## src/rtl/time_counter_if.sv

```systemverilog
// Button/tick inputs and BCD time outputs of the time-of-day counter.
// The bench or a top-level wrapper drives the master side; the counter is the slave.
interface time_counter_if;
  logic       clk_1Hz;
  logic       mode_btn;
  logic       inc_btn;
  logic [7:0] hours;
  logic [7:0] minutes;
  logic [7:0] seconds;
  logic [1:0] mode;
  logic       sec_pulse;
  logic       day_wrap;

  modport master (
    output clk_1Hz, mode_btn, inc_btn,
    input  hours, minutes, seconds, mode, sec_pulse, day_wrap
  );

  modport slave (
    input  clk_1Hz, mode_btn, inc_btn,
    output hours, minutes, seconds, mode, sec_pulse, day_wrap
  );
endinterface

```

## src/rtl/time_counter.sv

```systemverilog
// Packed-BCD seconds/minutes/hours counter driven by a 1 Hz square wave,
// with a run / set-hours / set-minutes mode selected by button pulses.
module time_counter #(
  parameter bit H24      = 1'b1,
  parameter int INIT_HR  = 0,
  parameter int INIT_MIN = 0
) (
  input  logic          clk,
  input  logic          reset,
  time_counter_if.slave tc
);

  typedef enum logic [1:0] {
    RUN     = 2'b00,
    SET_HR  = 2'b01,
    SET_MIN = 2'b10
  } mode_e;

  // A 12-hour clock has no hour 0, so a zero preset means 12.
  localparam int         HR_BIN  = (!H24 && INIT_HR == 0) ? 12 : INIT_HR;
  localparam logic [7:0] HR_RST  = {4'(HR_BIN / 10), 4'(HR_BIN % 10)};
  localparam logic [7:0] MIN_RST = {4'(INIT_MIN / 10), 4'(INIT_MIN % 10)};

  function automatic logic [7:0] bcd_inc(input logic [7:0] v);
    if (v[3:0] == 4'd9) return {v[7:4] + 4'd1, 4'd0};
    return {v[7:4], v[3:0] + 4'd1};
  endfunction

  function automatic logic [7:0] bcd_wrap_inc(input logic [7:0] v,
                                              input logic [7:0] max_v,
                                              input logic [7:0] min_v);
    return (v == max_v) ? min_v : bcd_inc(v);
  endfunction

  function automatic logic [7:0] hour_next(input logic [7:0] v);
    return H24 ? bcd_wrap_inc(v, 8'h23, 8'h00) : bcd_wrap_inc(v, 8'h12, 8'h01);
  endfunction

  mode_e      state_q, state_d;
  logic [7:0] hours_q, hours_d;
  logic [7:0] minutes_q, minutes_d;
  logic [7:0] seconds_q, seconds_d;
  logic       sec_pulse_q, sec_pulse_d;
  logic       day_wrap_q, day_wrap_d;
  logic       clk_1hz_prev_q, clk_1hz_prev_d;
  logic       tick;

  always_ff @(posedge clk or negedge reset) begin
    if (!reset) begin
      state_q        <= RUN;
      hours_q        <= HR_RST;
      minutes_q      <= MIN_RST;
      seconds_q      <= 8'h00;
      sec_pulse_q    <= 1'b0;
      day_wrap_q     <= 1'b0;
      clk_1hz_prev_q <= 1'b1;
    end else begin
      state_q        <= state_d;
      hours_q        <= hours_d;
      minutes_q      <= minutes_d;
      seconds_q      <= seconds_d;
      sec_pulse_q    <= sec_pulse_d;
      day_wrap_q     <= day_wrap_d;
      clk_1hz_prev_q <= clk_1hz_prev_d;
    end
  end

  // Edge register presets high so a clk_1Hz already high at reset release is not a tick.
  assign tick = tc.clk_1Hz & ~clk_1hz_prev_q;

  always_comb begin
    state_d        = state_q;
    hours_d        = hours_q;
    minutes_d      = minutes_q;
    seconds_d      = seconds_q;
    sec_pulse_d    = 1'b0;
    day_wrap_d     = 1'b0;
    clk_1hz_prev_d = tc.clk_1Hz;

    case (state_q)
      RUN: begin
        if (tick) begin
          sec_pulse_d = 1'b1;
          if (seconds_q == 8'h59) begin
            seconds_d = 8'h00;
            if (minutes_q == 8'h59) begin
              minutes_d  = 8'h00;
              hours_d    = hour_next(hours_q);
              day_wrap_d = H24 ? (hours_q == 8'h23) : (hours_q == 8'h11);
            end else begin
              minutes_d = bcd_inc(minutes_q);
            end
          end else begin
            seconds_d = bcd_inc(seconds_q);
          end
        end
        // Carries from a coincident tick still land; only seconds are forced to zero.
        if (tc.mode_btn) begin
          state_d   = SET_HR;
          seconds_d = 8'h00;
        end
      end
      SET_HR: begin
        if (tc.inc_btn)  hours_d = hour_next(hours_q);
        if (tc.mode_btn) state_d = SET_MIN;
      end
      SET_MIN: begin
        if (tc.inc_btn)  minutes_d = bcd_wrap_inc(minutes_q, 8'h59, 8'h00);
        if (tc.mode_btn) state_d = RUN;
      end
      default: state_d = RUN;
    endcase
  end

  assign tc.hours     = hours_q;
  assign tc.minutes   = minutes_q;
  assign tc.seconds   = seconds_q;
  assign tc.mode      = state_q;
  assign tc.sec_pulse = sec_pulse_q;
  assign tc.day_wrap  = day_wrap_q;

endmodule
```

## src/flat_wrapper.sv

```systemverilog
// flat-port wrapper written by rule: the top's interface ports become plain ports
module time_counter_flat 
#(
  parameter bit H24      = 1'b1,
  parameter int INIT_HR  = 0,
  parameter int INIT_MIN = 0
)
  (clk, reset, tc_clk_1Hz, tc_mode_btn, tc_inc_btn, tc_hours, tc_minutes, tc_seconds, tc_mode, tc_sec_pulse, tc_day_wrap);
  time_counter_if tc_i ();
  input  logic clk;
  input  logic reset;
  input wire logic [$bits(tc_i.clk_1Hz)-1:0] tc_clk_1Hz;
  input wire logic [$bits(tc_i.mode_btn)-1:0] tc_mode_btn;
  input wire logic [$bits(tc_i.inc_btn)-1:0] tc_inc_btn;
  output wire logic [$bits(tc_i.hours)-1:0] tc_hours;
  output wire logic [$bits(tc_i.minutes)-1:0] tc_minutes;
  output wire logic [$bits(tc_i.seconds)-1:0] tc_seconds;
  output wire logic [$bits(tc_i.mode)-1:0] tc_mode;
  output wire logic [$bits(tc_i.sec_pulse)-1:0] tc_sec_pulse;
  output wire logic [$bits(tc_i.day_wrap)-1:0] tc_day_wrap;
  assign tc_i.clk_1Hz = tc_clk_1Hz;
  assign tc_i.mode_btn = tc_mode_btn;
  assign tc_i.inc_btn = tc_inc_btn;
  assign tc_hours = tc_i.hours;
  assign tc_minutes = tc_i.minutes;
  assign tc_seconds = tc_i.seconds;
  assign tc_mode = tc_i.mode;
  assign tc_sec_pulse = tc_i.sec_pulse;
  assign tc_day_wrap = tc_i.day_wrap;
  time_counter #(.H24(H24), .INIT_HR(INIT_HR), .INIT_MIN(INIT_MIN)) u_core (.clk(clk), .reset(reset), .tc(tc_i));
endmodule
```

## config.mk

```make
export PLATFORM = sky130hd
export DESIGN_NAME = time_counter_flat
export DESIGN_NICKNAME = d
export VERILOG_FILES = /design/src/rtl/time_counter_if.sv /design/src/rtl/time_counter.sv /design/src/flat_wrapper.sv
export SDC_FILE = /design/constraint.sdc
export NUM_CORES = 1
export LEC_CHECK = 0
export CAP_MARGIN = 30
export CORE_UTILIZATION = 30
export CTS_CLUSTER_SIZE = 24
export DETAILED_ROUTE_END_ITERATION = 16
export GPL_ROUTABILITY_DRIVEN = 0
export PLACE_DENSITY_LB_ADDON = 0.12
export SETUP_SLACK_MARGIN = 0.15
export SLEW_MARGIN = 0
export SYNTH_ARGS = -nofsm -noshare
export SYNTH_HDL_FRONTEND = slang
export SYNTH_SLANG_ARGS = --single-unit
```

## constraint.sdc

```tcl
create_clock -name clk -period 2.7 [get_ports clk]
set_clock_uncertainty 0.2 [all_clocks]
set_input_delay 0.54 -clock clk [delete_from_list [all_inputs] [get_ports clk]]
set_output_delay 0.54 -clock clk [all_outputs]
set_load 0.01 [all_outputs]
```

==> impl_metrics.ini, run 1 <==
[synthesis]
synth_cell_types = 52
yosys-top-cells-area = dfrtp_1 40%, ha_1 8.6%, nor2_1 2.8%
synth-seq-cells = 29
syn_area_um2 = 1750
yosysWarnings = 0
synth_top_area_share = 0.401
synth_mux_area_frac = 0.0315
synth_ff_type = dfrtp_1
syn_area_per_cell_um2 = 10.1
synth_common_cells = 28 x dfrtp_1, 13 x nor2_1, 12 x ha_1, 10 x inv_1
synth_adder_area_share = 0.0860
synthXorXnorAreaFrac = 0.0201
synth-simple-area-share = 0.237
synth_cells = 173
synth_edf_count = 0
synthesis.nets = 190
synth-compound-area-share = 0.169
ys_seq_area_frac = 0.416
synthArstFlopShare = 1.00
synth_top_cell_by_area = dfrtp_1
synth_top_family_by_area = simple AND/OR/NAND/NOR gates
yosysMostFrequentCell = dfrtp_1

[final_layout]
nFillCells = 560
stdcell_area_um2 = 2250
drive_above_1_share = 0.132
multi_input_area_um2 = 948
area_growth_pct = 29.0
num_antenna_cells = 0
ff_latch_area_um2 = 727
fin_util = 0.406
fin_nets = 228

[worst_setup_path]
reg2reg_to = u_core.tc.minutes[2]
crit_path_start_kind = primary input
critPathCaptureType = flop
critical_path.max_fanout = 10
rrSetupSlack_ns = 0.50
regToRegStartpoint = u_core.tc.seconds[0]
rr_worst_depth = 5
crit_type = primary input to flop
worstPathArrival_ns = 2.30
crit_required_ns = 2.66

[min_path]
hold_path_startpoint = u_core.tc.hours[7]
hold_class = flop to flop
hold_path_depth = 1
holdPathEnd = u_core.tc.hours[7]

[clocking]
cts.sinks = 29
root_buffer = clkbuf_8
clk_pin_slew_worst_paths_ns = 0.06
cts_tree = yes
postCtsHoldBufs = 0
cts_buffers = 5
htreeDepth = 2
cts_setup_buffers = 0
clockBufferDepth = 2
clk_latency_ns = 0.28
ctsResizeCount = 0

[die]
die_y_um = 78.3
coreArea_um2 = 5540
die_w_um = 78.3
die_area_um2 = 6130
ios = 33
placement_rows = 27
start_util = 0.315

[sta]
tightest_slew_ns = 0.687
slew_viol_final = 0
fmax_mhz = 428
finalHoldViolCount = 0
tns_ns = 0
layout_setup_ws_ns = 0.362
setup-violations-final = 0
rsz0062_at_grt = no
slew_headroom = 0.537
post-route-min-period_ns = 2.34
fin_crit_sh = 0.866

[outcome]
outcome = finished clean

[routing]
avgViaCountPerCell = 5.10
drcViolationCount = 0
num_vias = 1448
initialDrtViolationCount = 40
ant_nets = 0
wl_um = 3910
dr.pass1.iters = 4
wl_per_cell_um = 13.8

[power_and_ir_drop]
combPwrFrac = 0.434
power.switching_mw = 0.746
finalPower_mw = 1.95
clkPwrFrac = 0.188
leakage_nw = 0.983
power.share.switching = 0.383
cellPowerDensity_nw_per_um2 = 866
power_frac_seq = 0.377
ir_drop_mv = 0.391
intPower_mw = 1.20

[global_routing]
grt_pass1_wl_um = 6860
grt_pass1_vias = 1468
antenna_found_initial = 0
overflow = 0
track_usage = 0.144
grt_max_degree = 30

[place]
dp_hpwl_um = 2910
place.port_buffers = 32
dpl-instance-area_um2 = 2160
dp_slack_ns = 0.0498

[flow_run]
maxCapViolCount = 0
-- flip-flops by register name, summed over array words and instances, names as in the netlist --
name / flops
u_core.tc.mode: 2
u_core.tc.hours: 8
u_core.tc.seconds: 8
u_core.tc.sec_pulse: 1
u_core.tc.minutes: 8
u_core.tc.day_wrap: 1
u_core.clk_1hz_prev_q: 1
-- metrics by stage --
step / std cells / hold WS [ns]
after CTS: 284 / 0.320
after detailed placement: 276 / 0.308
final: 284 / 0.314
after global placement: 276 / 0.311
after global routing: 284 / 0.341
after floorplan: 173 / 0.0444
-- per-layer routing --
metal / global-route usage / vias to the layer above / wire length [um]
met2: 0.229 / 34 / 1840
met1: 0.180 / 694 / 1820
li1: - / 711 / -
met5: 0 / - / 0
met4: 0.0630 / 0 / 67
met3: 0.0419 / 9 / 181
-- cells in the final DEF (no fill, tap or decap), drive strengths merged, types with 6 or more instances in the layout --
cell type / n
nand2: 7
dfrtp: 28
nand2b: 6
inv: 10
ha: 12
clkbuf: 8
clkdlybuf4s50: 32
nand3: 9
o21ai: 9
nor2: 14
-- critical path, cell delays in order --
cell and delay, ns:
clkdlybuf4s50_1 0.54, nand2b_4 0.11, o41a_2 0.52, nor3b_1 0.23, mux2_2 0.35
-- power by group through the flow --
stage	combinational (mW)	clock, mW	sequential (mW)
2_1_floorplan	0.463	0	0.732
3_3_place_gp	0.834	0	0.736
3_5_place_dp	0.852	0	0.744
4_1_cts	0.857	0.383	0.736
5_1_grt	0.943	0.403	0.765
6_report	0.846	0.367	0.735
-- cells by family (layout without fill, tap and decap cells) --
| logic type | count (synthesis) | count (layout) |
|---|---|---|
| AND/OR/NAND/NOR | 68 | 68 |
| multiplexers | 5 | 5 |
| AO/OA/AOI/OAI | 39 | 39 |
| XOR/XNOR | 4 | 4 |
| adder cells (fa/ha/maj) | 12 | 12 |
| buffers and inverters | 16 | 55 |
| flip-flops | 29 | 29 |
-- cell type report --
| class | count | share of cell area |
|---|---|---|
| clock buffer | 8 | 0.0400 |
| timing repair buffer | 37 | 0.159 |
| tap | 72 | 0.0400 |
| sequential | 29 | 0.323 |
| inverter | 10 | 0.0167 |
| multi-input combinational | 128 | 0.421 |
-- worst max-delay path by stage --
stage	from	to	slack, ns	cells past startpoint
floorplan	u_core.tc.seconds[0]	u_core.tc.minutes[2]	0.58	5
global placement	tc_clk_1Hz	u_core.tc.minutes[2]	0.09	5
detailed placement	tc_clk_1Hz	u_core.tc.minutes[2]	0.05	5
CTS	tc_clk_1Hz	u_core.tc.minutes[2]	0.36	5
global route	tc_clk_1Hz	u_core.tc.hours[6]	0.29	6
finish	tc_clk_1Hz	u_core.tc.minutes[2]	0.36	5
Power figures use the tool's default switching activity.
==> run 2, diff against run 1 <==
Settings changed: SLEW_MARGIN 0 to unset.
==> results of run 2 <==
Same layout as run 1: the final DEF is identical, and so are final timing and power.
